**config.mk**
```make
export PLATFORM = sky130hd
export DESIGN_NAME = router_fsm_ctrl
export DESIGN_NICKNAME = d
export VERILOG_FILES = /design/src/rtl/router_pkg.sv /design/src/rtl/router_wait_timer.sv /design/src/rtl/router_fsm_ctrl.sv
export SDC_FILE = /design/constraint.sdc
export NUM_CORES = 1
export LEC_CHECK = 0
export CORE_AREA = 2 2 39 41
export CTS_CLUSTER_SIZE = 28
export DETAILED_ROUTE_END_ITERATION = 6
export DIE_AREA = 0 0 41 43
export PLACE_DENSITY = 0.7
export SLEW_MARGIN = 20
export SYNTH_ARGS = -nofsm -noshare
export SYNTH_HDL_FRONTEND = slang
export SYNTH_SLANG_ARGS = --single-unit
```
**constraint.sdc**
```tcl
create_clock -name clock -period 1.6 [get_ports clock]
set_input_delay 0.24 -clock clock [delete_from_list [all_inputs] [get_ports clock]]
set_output_delay 0.24 -clock clock [all_outputs]
set_load 0.01 [all_outputs]
```
**src/rtl/router_pkg.sv**
```systemverilog
// Shared types and constants for the 1x3 router packet-sequencing controller.
package router_pkg;

    localparam int ADDR_W         = 2;
    localparam int NUM_PORTS      = 3;
    localparam int TIMEOUT_CYCLES = 30;

    localparam logic [1:0] INVALID_ADDR = 2'd3;

    typedef enum logic [2:0] {
        DECODE_ADDRESS     = 3'd0,
        LOAD_FIRST_DATA    = 3'd1,
        LOAD_DATA          = 3'd2,
        WAIT_TILL_EMPTY    = 3'd3,
        FIFO_FULL_STATE    = 3'd4,
        LOAD_AFTER_FULL    = 3'd5,
        LOAD_PARITY        = 3'd6,
        CHECK_PARITY_ERROR = 3'd7
    } state_t;

endpackage

```
**src/rtl/router_wait_timer.sv**
```systemverilog
// Cycle counter for the WAIT_TILL_EMPTY abort; counts while waiting, clears otherwise.
module router_wait_timer #(
    parameter int TIMEOUT_CYCLES = 30
) (
    input  logic clock,
    input  logic reset,
    input  logic waiting,
    output logic expired
);

    localparam int CNT_W = $clog2(TIMEOUT_CYCLES + 1);
    localparam logic [CNT_W-1:0] LIMIT = CNT_W'(TIMEOUT_CYCLES);

    logic [CNT_W-1:0] count_reg;

    // Saturates at the limit so a held wait cannot wrap back to zero.
    always_ff @(posedge clock or posedge reset) begin
        if (reset) begin
            count_reg <= '0;
        end else if (!waiting) begin
            count_reg <= '0;
        end else if (count_reg != LIMIT) begin
            count_reg <= count_reg + 1'b1;
        end
    end

    assign expired = waiting && (count_reg == LIMIT);

endmodule

```
**src/rtl/router_fsm_ctrl.sv**
```systemverilog
// Router packet-sequencing FSM: header decode, drain wait, load/full/parity phases.
// Optional WAIT_TILL_EMPTY abort enabled by defining ROUTER_FSM_WAIT_TIMEOUT_EN.
module router_fsm_ctrl #(
    parameter int ADDR_W    = 2,
    parameter int NUM_PORTS = 3
`ifdef ROUTER_FSM_WAIT_TIMEOUT_EN
    ,
    parameter int TIMEOUT_CYCLES = 30
`endif
) (
    input  logic                 clock,
    input  logic                 reset,
    input  logic                 pkt_valid,
    input  logic [ADDR_W-1:0]    data_in,
    input  logic                 fifo_full,
    input  logic [NUM_PORTS-1:0] fifo_empty,
    input  logic [NUM_PORTS-1:0] soft_reset,
    input  logic                 parity_done,
    input  logic                 low_pkt_valid,
    output logic                 write_enb_reg,
    output logic                 detect_add,
    output logic                 lfd_state,
    output logic                 ld_state,
    output logic                 laf_state,
    output logic                 full_state,
    output logic                 rst_int_reg,
    output logic                 busy,
`ifdef ROUTER_FSM_WAIT_TIMEOUT_EN
    output logic                 wait_timeout,
`endif
    output logic [ADDR_W-1:0]    dest_addr
);

    import router_pkg::*;

    state_t            state_reg;
    state_t            state_next;
    logic [ADDR_W-1:0] dest_addr_reg;
    logic              header_ok;
    logic              timed_out;

    assign header_ok = pkt_valid && (data_in != INVALID_ADDR);

`ifdef ROUTER_FSM_WAIT_TIMEOUT_EN
    logic timer_expired;

    router_wait_timer #(
        .TIMEOUT_CYCLES (TIMEOUT_CYCLES)
    ) u_wait_timer (
        .clock   (clock),
        .reset   (reset),
        .waiting (state_reg == WAIT_TILL_EMPTY),
        .expired (timer_expired)
    );

    // An empty FIFO arriving on the limit cycle takes precedence over the abort.
    assign timed_out    = timer_expired && !fifo_empty[dest_addr_reg];
    assign wait_timeout = timed_out;
`else
    assign timed_out = 1'b0;
`endif

    always_ff @(posedge clock or posedge reset) begin
        if (reset) begin
            state_reg     <= DECODE_ADDRESS;
            dest_addr_reg <= '0;
        end else begin
            state_reg <= state_next;
            if (state_reg == DECODE_ADDRESS && header_ok) begin
                dest_addr_reg <= data_in;
            end
        end
    end

    always_comb begin
        state_next = state_reg;
        unique case (state_reg)
            DECODE_ADDRESS: begin
                if (header_ok) begin
                    state_next = fifo_empty[data_in] ? LOAD_FIRST_DATA : WAIT_TILL_EMPTY;
                end
            end
            WAIT_TILL_EMPTY: begin
                if (fifo_empty[dest_addr_reg]) begin
                    state_next = LOAD_FIRST_DATA;
                end else if (timed_out) begin
                    state_next = DECODE_ADDRESS;
                end
            end
            LOAD_FIRST_DATA: state_next = LOAD_DATA;
            LOAD_DATA: begin
                if (fifo_full) begin
                    state_next = FIFO_FULL_STATE;
                end else if (!pkt_valid) begin
                    state_next = LOAD_PARITY;
                end
            end
            FIFO_FULL_STATE: begin
                if (!fifo_full) begin
                    state_next = LOAD_AFTER_FULL;
                end
            end
            LOAD_AFTER_FULL: begin
                if (parity_done) begin
                    state_next = DECODE_ADDRESS;
                end else if (low_pkt_valid) begin
                    state_next = LOAD_PARITY;
                end else begin
                    state_next = LOAD_DATA;
                end
            end
            LOAD_PARITY: state_next = CHECK_PARITY_ERROR;
            CHECK_PARITY_ERROR: begin
                state_next = fifo_full ? FIFO_FULL_STATE : DECODE_ADDRESS;
            end
            default: state_next = DECODE_ADDRESS;
        endcase
        // A read-side timeout on the selected FIFO abandons the packet in flight.
        if (state_reg != DECODE_ADDRESS && soft_reset[dest_addr_reg]) begin
            state_next = DECODE_ADDRESS;
        end
    end

    assign detect_add    = (state_reg == DECODE_ADDRESS);
    assign lfd_state     = (state_reg == LOAD_FIRST_DATA);
    assign ld_state      = (state_reg == LOAD_DATA);
    assign laf_state     = (state_reg == LOAD_AFTER_FULL);
    assign full_state    = (state_reg == FIFO_FULL_STATE);
    assign rst_int_reg   = (state_reg == CHECK_PARITY_ERROR);
    assign write_enb_reg = (state_reg == LOAD_DATA) || (state_reg == LOAD_PARITY)
                        || (state_reg == LOAD_AFTER_FULL);
    assign busy          = (state_reg != DECODE_ADDRESS) && (state_reg != LOAD_DATA);
    assign dest_addr     = dest_addr_reg;

endmodule

```
==> results.cfg <==
[status]
outcome = finished clean

[drt]
detailroute.via_count = 521
final_antenna_net_count = 0
drt_pre_antenna_iters = 4
avgRoutedWirePerCell_microns = 11.16
detailedRoute.firstIterationViolations = 3
viasPerCell = 4.915
remaining_drc_errors = 0
drt-total-wl_mm = 1.183

[timing]
worst_pin_slew_ns = 0.2227
worst_slack_ns = 0.08882
relSlewSlack_pct = 85.15
timing.final.crit_period_ns = 1.511
finalSetupViolCount = 0
grt_setup_unrepaired = false
fin_worst_skew_ns = 0.001046
min_period_over_period_pct = 94.45
drv_slew = 0
final.hold.worst_slack_ns = 0.2015
number_of_hold_violations_in_the_final_report = 0
timing.fmax_mhz = 661.7

[floorplan]
chipHeight_microns = 43
design.core.area_sq_um = 1384
chipWidth_microns = 41
floorplan.initialDensity_pct = 31.92
die_area_sq_um = 1763
io_pins = 24
rows = 14

[critical_path]
number_of_buffers_and_inverters_on_the_critical_path = 1
startpoint_type = register
reg2reg_slack_ns = 0.26
path_delay_family = buffers and inverters
timing.critical_path.cells = clkdlybuf4s50_1
worst_path_largest_cell_delay_ns = 0.58
worstPathMaxFanout = 6
critical_path.slowest_cell = clkdlybuf4s50_1
timing.critical_path.required_ns = 1.36
crit_path_end_kind = primary output
crit_arrival_ns = 1.27
criticalPathCategory = reg2out

[synthesis]
synth.ff_latch_count = 5
synth.area.top_cells = dfrtp_1 28%, nor2b_1 5.7%, mux2i_1 4.5%
mappedNetlistNets = 72
post_synth_num_cell_types = 29
yosysTopAreaCellShare_pct = 28.33
synth_cells = 58
syn_area_per_cell_sq_um = 7.615
ys_warn_count = 0
synth_area_sq_um = 441.7
synth_largest_area_cell = dfrtp_1
synth_sequential_area_ratio_pct = 28.33

[job]
maxCapViolations = 0

[pwr]
p_total_w = 0.001254
total_leakage_power_nw = 0.3565
power_density_nw_per_um2 = 1685
irDropWorstVdd_mv = 0.8858

[global_route]
grt_use_total_pct = 15.37
number_of_global_route_vias_before_repair = 450
antenna_violations_before_repair = 0
global_route_wire_length_before_repair_mm = 1.807
grt_overflow = 0
grt_start_max_net_pins = 10

[finish]
largest_register_ff_count = 3
drive_above_1_share_pct = 21.11
syn2layout_area_growth_pct = 68.56
num-nets-final = 105
utilization_pct = 53.80
instances_no_fill = 106
antennaDiodeCount = 0

[hold_path]
hp-class = in2async

[placement]
place.gp.congestion = 0.7871
place_ws_ns = -0.03403
post-dp-hpwl_microns = 965.8
placed_cells_incl_taps = 101
port_bufs = 23

[clock_network]
clock_buffers_created_by_tritoncts = 3
clock_insertion_delay_worst_skew_ns = 0.24
tritoncts_num_sinks = 5
cts.reportedPaths.clkPinSlew_ns = 0.04
htree_levels = 1
cts_tree = yes
cts_buffer_depth = 2
ctsRootBufferMaster = clkbuf_4
final cells by class:
class,count,area (sq um)
fillers,146,639.4
well taps,16,20.02
flip-flops and latches,5,128.9
repair buffers,30,266.5
inverters,6,22.52
clock buffers,4,26.28
multi-input cells,45,280.3
placed cells by master (no fill, tap or decap), types with 2 or more instances in the layout:
master / instances
o21ai_0: 3
clkdlybuf4s50_1: 15
clkbuf_2: 2
nor3_1: 3
dlygate4sd2_1: 5
nand2_1: 4
o221ai_1: 2
nor3_2: 2
dfrtp_1: 2
and3_1: 3
a21oi_1: 3
nor2b_1: 4
o21ai_1: 2
dfrtp_2: 3
nor2_1: 4
mux2i_1: 2
clkbuf_4: 3
inv_1: 5
buf_4: 7
worst paths after layout:
check	startpoint	endpoint	depth (start not counted)
worst min register to register	dest_addr[1]	dest_addr[1]	1
min in group clock	dest_addr[1]	dest_addr[1]	1
max in group asynchronous	reset	state_reg[0]	2
worst max-delay path	dest_addr[0]	dest_addr[0]	1
worst min-delay path	reset	dest_addr[1]	2
worst max register to register	state_reg[1]	state_reg[1]	4
metal layers:
layer  GRT usage, %  up-vias  wire length [microns]
met4          10.00        0                      0
met5              0        -                      0
li1               -      275                      -
met2          22.19        8                    598
met1          19.74      238                    546
met3          3.141        0                     39
through the flow:
stage,instance area (sq um),TNS (ns)
2_1_floorplan,441.7,0
3_3_place_gp,718.2,0
3_5_place_dp,718.2,-0.03403
4_1_cts,743.2,0
5_1_grt,744.5,0
6_report,744.5,0
kinds of logic (layout without fill, tap and decap cells):
group / count (synthesis) / after routing / share of synthesized area, %
and+or+nand+nor: 25 / 25 / 30.59
AOI/OAI and AO/OA: 18 / 18 / 27.20
buffers and inverters: 8 / 40 / 9.349
DFF: 5 / 5 / 28.33
muxes: 2 / 2 / 4.533
power breakdown:
group / leakage [nW] / internal, W / total, W / switching, W
combinational: 0.283 / 0.000436 / 0.000809 / 0.000373
sequential: 0.0587 / 0.000195 / 0.000305 / 0.000110
clock: 0.0150 / 0.0000939 / 0.000140 / 0.0000461
total: 0.356 / 0.000725 / 0.00125 / 0.000529
synth_stat cells (all sizes together):
cell type / count
dfrtp: 5
a31oi: 1
and3: 3
o21ai: 5
nand2: 4
o221ai: 2
a32oi: 1
a21oi: 3
and2: 1
o22a: 1
nor3: 5
nor2: 5
a21o: 1
nand3: 1
nand3b: 1
mux2i: 2
nor2b: 4
a22oi: 1
a211o: 1
a211oi: 1
buf: 2
or2: 1
inv: 6
o21a: 1
repair_timing:
item	in CTS	in global routing
hold buffers	0	0
setup buffers	0	1
setup endpoints to repair	8	3
gates resized for setup	12	5
Power figures use the tool's default switching activity.
